`src/rtl/slide_move_gen.sv`:
```
// Blank-tile move generator for a 2x4 sliding puzzle. It keeps a shadow board and issues legal from/to moves.
// Optional feature: define SLIDE_NOBACKTRACK_EN to reject the exact reverse of the last acknowledged move.
module slide_move_gen (
  input  logic       clock,
  input  logic       reset,
  input  logic       dir_valid,
  input  logic [1:0] dir,
  output logic       dir_ready,
  output logic       move_valid,
  output logic [2:0] from,
  output logic [2:0] to,
  input  logic       move_ack,
  output logic       reject,
  output logic [2:0] blank,
  output logic       solved,
  output logic [7:0] move_count,
  output logic       state_dbg
);

  // Handshakes: a direction transfers on a posedge with dir_valid && dir_ready;
  // a move transfers on a posedge with move_valid && move_ack. from/to are held while move_valid is high.
  typedef enum logic {IDLE = 1'b0, ISSUE = 1'b1} state_t;

  state_t     state, next_state;
  logic [2:0] shadow [8];
  logic [2:0] cand_from;
  logic       geo_legal;
  logic       back_move;
  logic       accept;
  logic       legal;
  logic       take;

  assign accept     = dir_valid && (state == IDLE);
  assign take       = (state == ISSUE) && move_ack;
  assign legal      = geo_legal && !back_move;
  assign dir_ready  = (state == IDLE);
  assign move_valid = (state == ISSUE);
  assign state_dbg  = state;

  always_ff @(posedge clock or posedge reset) begin
    if (reset) state <= IDLE;
    else       state <= next_state;
  end

  always_comb begin
    next_state = state;
    case (state)
      IDLE:    if (accept && legal) next_state = ISSUE;
      ISSUE:   if (move_ack) next_state = IDLE;
      default: next_state = IDLE;
    endcase
  end

  // Index bit 2 is the row, bits 1:0 the column.
  always_comb begin
    geo_legal = 1'b0;
    cand_from = blank;
    case (dir)
      2'd0: begin geo_legal = blank[2];            cand_from = {1'b0, blank[1:0]}; end
      2'd1: begin geo_legal = !blank[2];           cand_from = {1'b1, blank[1:0]}; end
      2'd2: begin geo_legal = (blank[1:0] != 2'd0); cand_from = blank - 3'd1;      end
      default: begin geo_legal = (blank[1:0] != 2'd3); cand_from = blank + 3'd1;   end
    endcase
  end

`ifdef SLIDE_NOBACKTRACK_EN
  logic [1:0] last_dir;
  logic [1:0] pend_dir;
  logic       last_valid;

  // Up/down and left/right differ only in bit 0.
  assign back_move = last_valid && (dir == (last_dir ^ 2'd1));

  always_ff @(posedge clock or posedge reset) begin
    if (reset) begin
      last_dir   <= 2'd0;
      pend_dir   <= 2'd0;
      last_valid <= 1'b0;
    end else begin
      if (accept && legal) pend_dir <= dir;
      if (take) begin
        last_dir   <= pend_dir;
        last_valid <= 1'b1;
      end
    end
  end
`else
  assign back_move = 1'b0;
`endif

  always_ff @(posedge clock or posedge reset) begin
    if (reset) begin
      reject     <= 1'b0;
      from       <= 3'd0;
      to         <= 3'd0;
      blank      <= 3'd0;
      move_count <= 8'd0;
      for (int i = 0; i < 8; i++) shadow[i] <= 3'(i);
    end else begin
      reject <= accept && !legal;
      if (accept && legal) begin
        from <= cand_from;
        to   <= blank;
      end
      if (take) begin
        shadow[to]   <= shadow[from];
        shadow[from] <= 3'd0;
        blank        <= from;
        if (move_count != 8'd255) move_count <= move_count + 8'd1;
      end
    end
  end

  always_comb begin
    solved = 1'b1;
    for (int i = 0; i < 8; i++)
      if (shadow[i] != 3'(i)) solved = 1'b0;
  end

endmodule

```
`config.mk`:
```
export PLATFORM = sky130hd
export DESIGN_NAME = slide_move_gen
export DESIGN_NICKNAME = d
export VERILOG_FILES = /design/src/rtl/slide_move_gen.sv
export SDC_FILE = /design/constraint.sdc
export NUM_CORES = 1
export LEC_CHECK = 0
export ABC_AREA = 1
export BUFFER_PORTS_ARGS = -buffer_cell sky130_fd_sc_hd__buf_2
export CAP_MARGIN = 0
export CELL_PAD_IN_SITES_DETAIL_PLACEMENT = 1
export CELL_PAD_IN_SITES_GLOBAL_PLACEMENT = 2
export CORE_MARGIN = 8
export CORE_UTILIZATION = 33
export CTS_CLUSTER_DIAMETER = 80
export DETAILED_ROUTE_END_ITERATION = 16
export GPL_ROUTABILITY_DRIVEN = 0
export PLACE_DENSITY_LB_ADDON = 0.1
export SLEW_MARGIN = 40
export SYNTH_ARGS = -nofsm -noshare
export SYNTH_HDL_FRONTEND = slang
export SYNTH_SLANG_ARGS = --single-unit
```
`constraint.sdc`:
```
create_clock -name clock -period 1.75 [get_ports clock]
set_input_delay 0 -clock clock [delete_from_list [all_inputs] [get_ports clock]]
set_output_delay 0 -clock clock [all_outputs]
set_load 0.01 [all_outputs]
```
* Word-level counts from Yosys, hierarchy flattened *
Index checks and enable logic that the tools add are counted.

storage, ports and cells
  register bits after elaboration = 43
  bits in latches = 0
  RAM bits = 0
  ROM bits = 0
  bits of input ports = 6
  output and inout port bits = 22
  word-level logic and storage cells = 70
  memories kept = 0

operators by class
  add/subtract/negate cells = 3
  $mul = 0
  divide/modulo/power cells = 0
  magnitude comparators = 4
  equal/unequal tests = 11
  shifts and indexed selects = 0
  muxes and demuxes = 21
  bitwise gates (word level) = 5
  reductions and logical operators = 12

operators with widths
  cell                                                 count
  AND 24 bit                                           1
  bitwise mux 24 bit                                   1
  inverter 24 bit                                      1
  demux 3 bit (select 3 bit)                           2
  2-to-1 mux 3 bit                                     4
  != test 3 bit (second input constant)                4
  2-to-1 mux 1 bit                                     10
  binary-select mux 3 bit (select 3 bit)               1
  case mux 3 bit (3 select lines)                      1
  adder 8 x 1 -> 8 bit (second input constant)         1
  >= comparator 4 bit (second input constant)          2
  < comparator 4 x 1 -> 1 bit (second input constant)  2
  != test 8 bit (second input constant)                1
  inverter 3 -> 4 bit                                  2
  logical AND 1 bit                                    6
  != test 3 x 2 -> 1 bit (second input constant)       2
  adder 3 x 1 -> 3 bit (second input constant)         1
  != test 3 x 1 -> 1 bit (second input constant)       1
  case mux 1 bit (3 select lines)                      1
  nonzero test 3 bit                                   1
  subtractor 3 x 1 -> 3 bit (second input constant)    1
  == test 2 x 1 -> 1 bit (second input constant)       1
  == test 2 bit (second input constant)                1
  zero test 1 bit                                      2
  6 further kinds                                      6

* Longest topological paths before layout *
  word-level depth = 9
  mapped depth = 11

* Least setup slack after synthesis *
Ideal clock, no wire load.

  path kind = register to register
  start = register blank[0]
  end = register from[2]
  setup time = 65 ps
  arrival time = 1,420 ps
  data required time = 1,685 ps
  path slack = 265 ps
  stages on the path, launching flop included = 9
  buffers on the path = 0
  path through = dfrtp_1 > inv_1 > fa_1 > nand2_1 > nand3_1 > nand2_1 > nand2_1 > nand3b_1 > nand2_1

between the ends
  word-level cells in the longest chain between the ends = 3
  elaborated cells on any way between the ends = 7
  classes of those cells = 2 x add/sub; 1 x eq/ne; 2 x mux; 2 x reduce/logical

ends and longest elaborated chain
  element                                                       RTL line  source
  from (decl)                                                   14        output logic [2:0] blank,
  from (signal assigned)                                        108       blank <= from;
  branches (longest 3 deep; another with adder 3 x 1 -> 3 bit)  -
  to (signal assigned)                                          102       from <= cand_from;
  to (decl)                                                     10        output logic [2:0] from,

Parallel ways; which one is timed is not known.
A chain may end at the register's enable or synchronous reset.

* Final worst setup path *
  start = register shadow[6] (netlist bit)
  end = output solved

between the ends
  word-level cells in the longest chain between the ends = 4

ends and longest elaborated chain
  element                            RTL line  source
  from (decl)                        25        logic [2:0] shadow [8];
  from (signal, indexed assignment)  106       shadow[to] <= shadow[from];
  != test 3 bit                      117       if (shadow[i] != 3'(i)) solved = 1'b0;
  2-to-1 mux 1 bit (3 in a row)      117
  to (decl)                          15        output logic solved,

Every way passes these cells.

==> results.yml <==
setup_path:
  cp_max_fo: 2
  timing.rr.start: "from[0]$_DFFE_PP0P_"
  crit_path_end_kind: "output pin"
  crit_type: "reg -> out"
  worst_setup_path_start_kind: "flop"
  arrival_ps: 1600
  r2r_slack_ps: 210
  crit_required_ps: 1750
  r2r_end: "shadow[19]$_DFFE_PP0P_"
  cp-startpoint: "shadow[6]$_DFFE_PP1P_"
  r2r_cells: 9
clock_tree:
  clk_latency_ps: 300
  worst_setup_hold_path_clk_slew_ps: 90
  cts_tree: "yes"
  clkSinkCount: 43
  cts_inserted_buffers: 5
  post_cts_buffers: 0
  clockBufferDepth: 2
  root_buffer: "clkbuf_8"
  htreeDepth: 2
global_routing:
  track_usage_pct: 15.2
  antenna_found_initial: 0
  grt_pass1_vias: 2697
  overflow: 0
  grt_pass1_wl_microns: 13800
  grt_max_degree: 25
worst_hold_path:
  hold_start: "dir[1]"
  min_to: "from[0]$_DFFE_PP0P_"
  whs_path_depth: 4
  min_path_type: "in -> reg"
sta:
  final_max_slew_viol_count: 0
  worst_slack_ps: 151
  worst_slew_pin_slew_ps: 477
  max_freq_mhz: 625
  grt_setup_unrepaired: "false"
  setup_tns_ps: 0
  hold_viol: 0
  finalSetupViolCount: 0
  clock_skew_ps: 12.8
  fin_crit_sh_pct: 91.4
  fin_crit_ps: 1600
  slew_headroom_pct: 68.0
drt:
  num_vias: 2477
  via_per_inst: 4.73
  ant_nets: 0
  drcViolationCount: 0
  dr.pass1.iters: 4
  drt_wl_total_microns: 8060
  routedWlPerCell_microns: 15.4
  drtIter0Drc: 79
die:
  die_h_microns: 106
  start_util_pct: 33.3
  row_count: 33
  fp.dieW_microns: 106
  core_area_sq_mm: 0.00805
  die-area_sq_mm: 0.0113
  io_pins: 28
synth:
  ys_seq_area_share_pct: 40.7
  synth.distinct_cells: 33
  postSynthCellCount: 380
  ys_warn_count: 0
  synth-main-ff-cell: "dfrtp_1"
  synth_fp_nets: 388
  syn_area_sq_mm: 0.00268
  synthArstFlopShare_pct: 100
  avgSynthCellArea_sq_um: 7.06
  synth_edf_count: 0
  synth_seq_cells: 43
layout:
  n_fill_cell: 1061
  layout_commonest_cell: "nand2_1"
  drive_above_1_share_pct: 19.3
  synthToLayoutAreaGrowth_pct: 14.9
  antenna_cells: 0
  seq_area_sq_mm: 0.00109
  mostFrequentLayoutCells: "nand2_1 (113), inv_1 (58), nand3_1 (45), nor2_1 (39), dfrtp_1 (31)"
  fin_nets: 426
  multi_input_area_sq_mm: 0.00126
placement:
  dp_hpwl_microns: 6060
  io_buffers: 27
  post-place-ws_ps: 195
pwr:
  p_per_area_mw_per_mm2: 1620
  p_leak_uw: 0.00169
  ir_drop_uv: 497
flow_run:
  max_cap_violations: 0
run_status:
  status: "complete, no violations"
[how the worst max path moves through the flow]
stage,endpoint,cells after the start
after floorplan,from[2]$_DFFE_PP0P_,8
after global placement,move_count[2]$_DFFE_PP0P_,8
after detailed placement,shadow[9]$_DFFE_PP0P_,8
after CTS,solved,5
after global routing,solved,5
final,solved,5
[report_power, final]
group | switching (uW) | leakage (uW) | internal (uW) | total, uW
clock | 357 | 0.0000422 | 281 | 639
sequential | 385 | 0.000523 | 1460 | 1850
combinational | 1650 | 0.00113 | 862 | 2520
total | 2400 | 0.00169 | 2610 | 5000
[repair_timing]
item	in CTS	in global routing
hold buffers	3	0
resized for setup	0	0
hold endpoints to repair	17	0
[cell families after synthesis]
group / after synthesis / share of synthesized area (%)
AOI/OAI and AO/OA: 22 / 4.10
xor gates and xnor gates: 7 / 2.28
adders and majority gates: 2 / 1.21
buffers and inverters: 77 / 12.4
DFF: 43 / 40.7
and+or+nand+nor: 229 / 39.4
[stage by stage]
step | total power, uW | instances | hold WS [ps] | util [%] | cell area, sq um
after floorplan | 3550 | 380 | 96.4 | - | 2680
after global placement | 4360 | 513 | 84.0 | 36.9 | 2970
after detailed placement | 4420 | 513 | 90.0 | 36.9 | 2970
after CTS | 5100 | 524 | 88.4 | 38.3 | 3080
after global routing | 5500 | 524 | 112 | 38.3 | 3080
final | 5000 | 524 | 80.3 | 38.3 | 3080
[cell usage after synthesis, types with 2 or more instances]
master    number  share of area [%]
a21oi_1       14                2.6
buf_4          2               0.56
buf_6          4                1.7
clkinv_1       2               0.28
dfrtp_1       31                 29
dfstp_2       12                 12
inv_1         59                8.3
inv_2          7               0.98
nand2_1      113                 16
nand2_2        6                1.4
nand3_1       45                8.4
nand3_2        3                1.1
nand4_1        7                1.6
nor2_1        39                5.5
nor2_4         2               0.84
nor3_1         2               0.37
nor3_4         2                1.2
nor4_1         4               0.93
o21ai_0        7                1.3
xnor2_1        4                1.3
xor2_1         3               0.98
[layout make-up]
| type | instances | area share, % |
|---|---|---|
| Clock buffer | 7 | 2.47 |
| Clock inverter | 1 | 0.162 |
| Inverter | 69 | 8.48 |
| Multi-Input combinational cell | 260 | 40.9 |
| Sequential cell | 43 | 35.4 |
| Tap cell | 105 | 4.26 |
| Timing Repair Buffer | 39 | 8.36 |
[flip-flops by register name, indices dropped and copies added, names as in the netlist]
register / flops
move_valid: 1
blank: 3
move_count: 8
shadow: 24
reject: 1
from: 3
to: 3
[worst max-delay path: stages (launching register included)]
cell,delay (ps)
dfstp_2,540
inv_1,50
nor4_1,280
nand3_1,140
nor2_1,130
buf_2,150
[metal layers]
| metal | up-vias | GRT usage (%) | routed length, microns |
|---|---|---|---|
| li1 | 1250 | - | - |
| met1 | 1195 | 19.1 | 3740 |
| met2 | 22 | 26.1 | 4000 |
| met3 | 10 | 2.78 | 178 |
| met4 | 0 | 4.32 | 140 |
| met5 | - | 0 | 0 |
No activity file was read; power rests on OpenSTA's default activity.
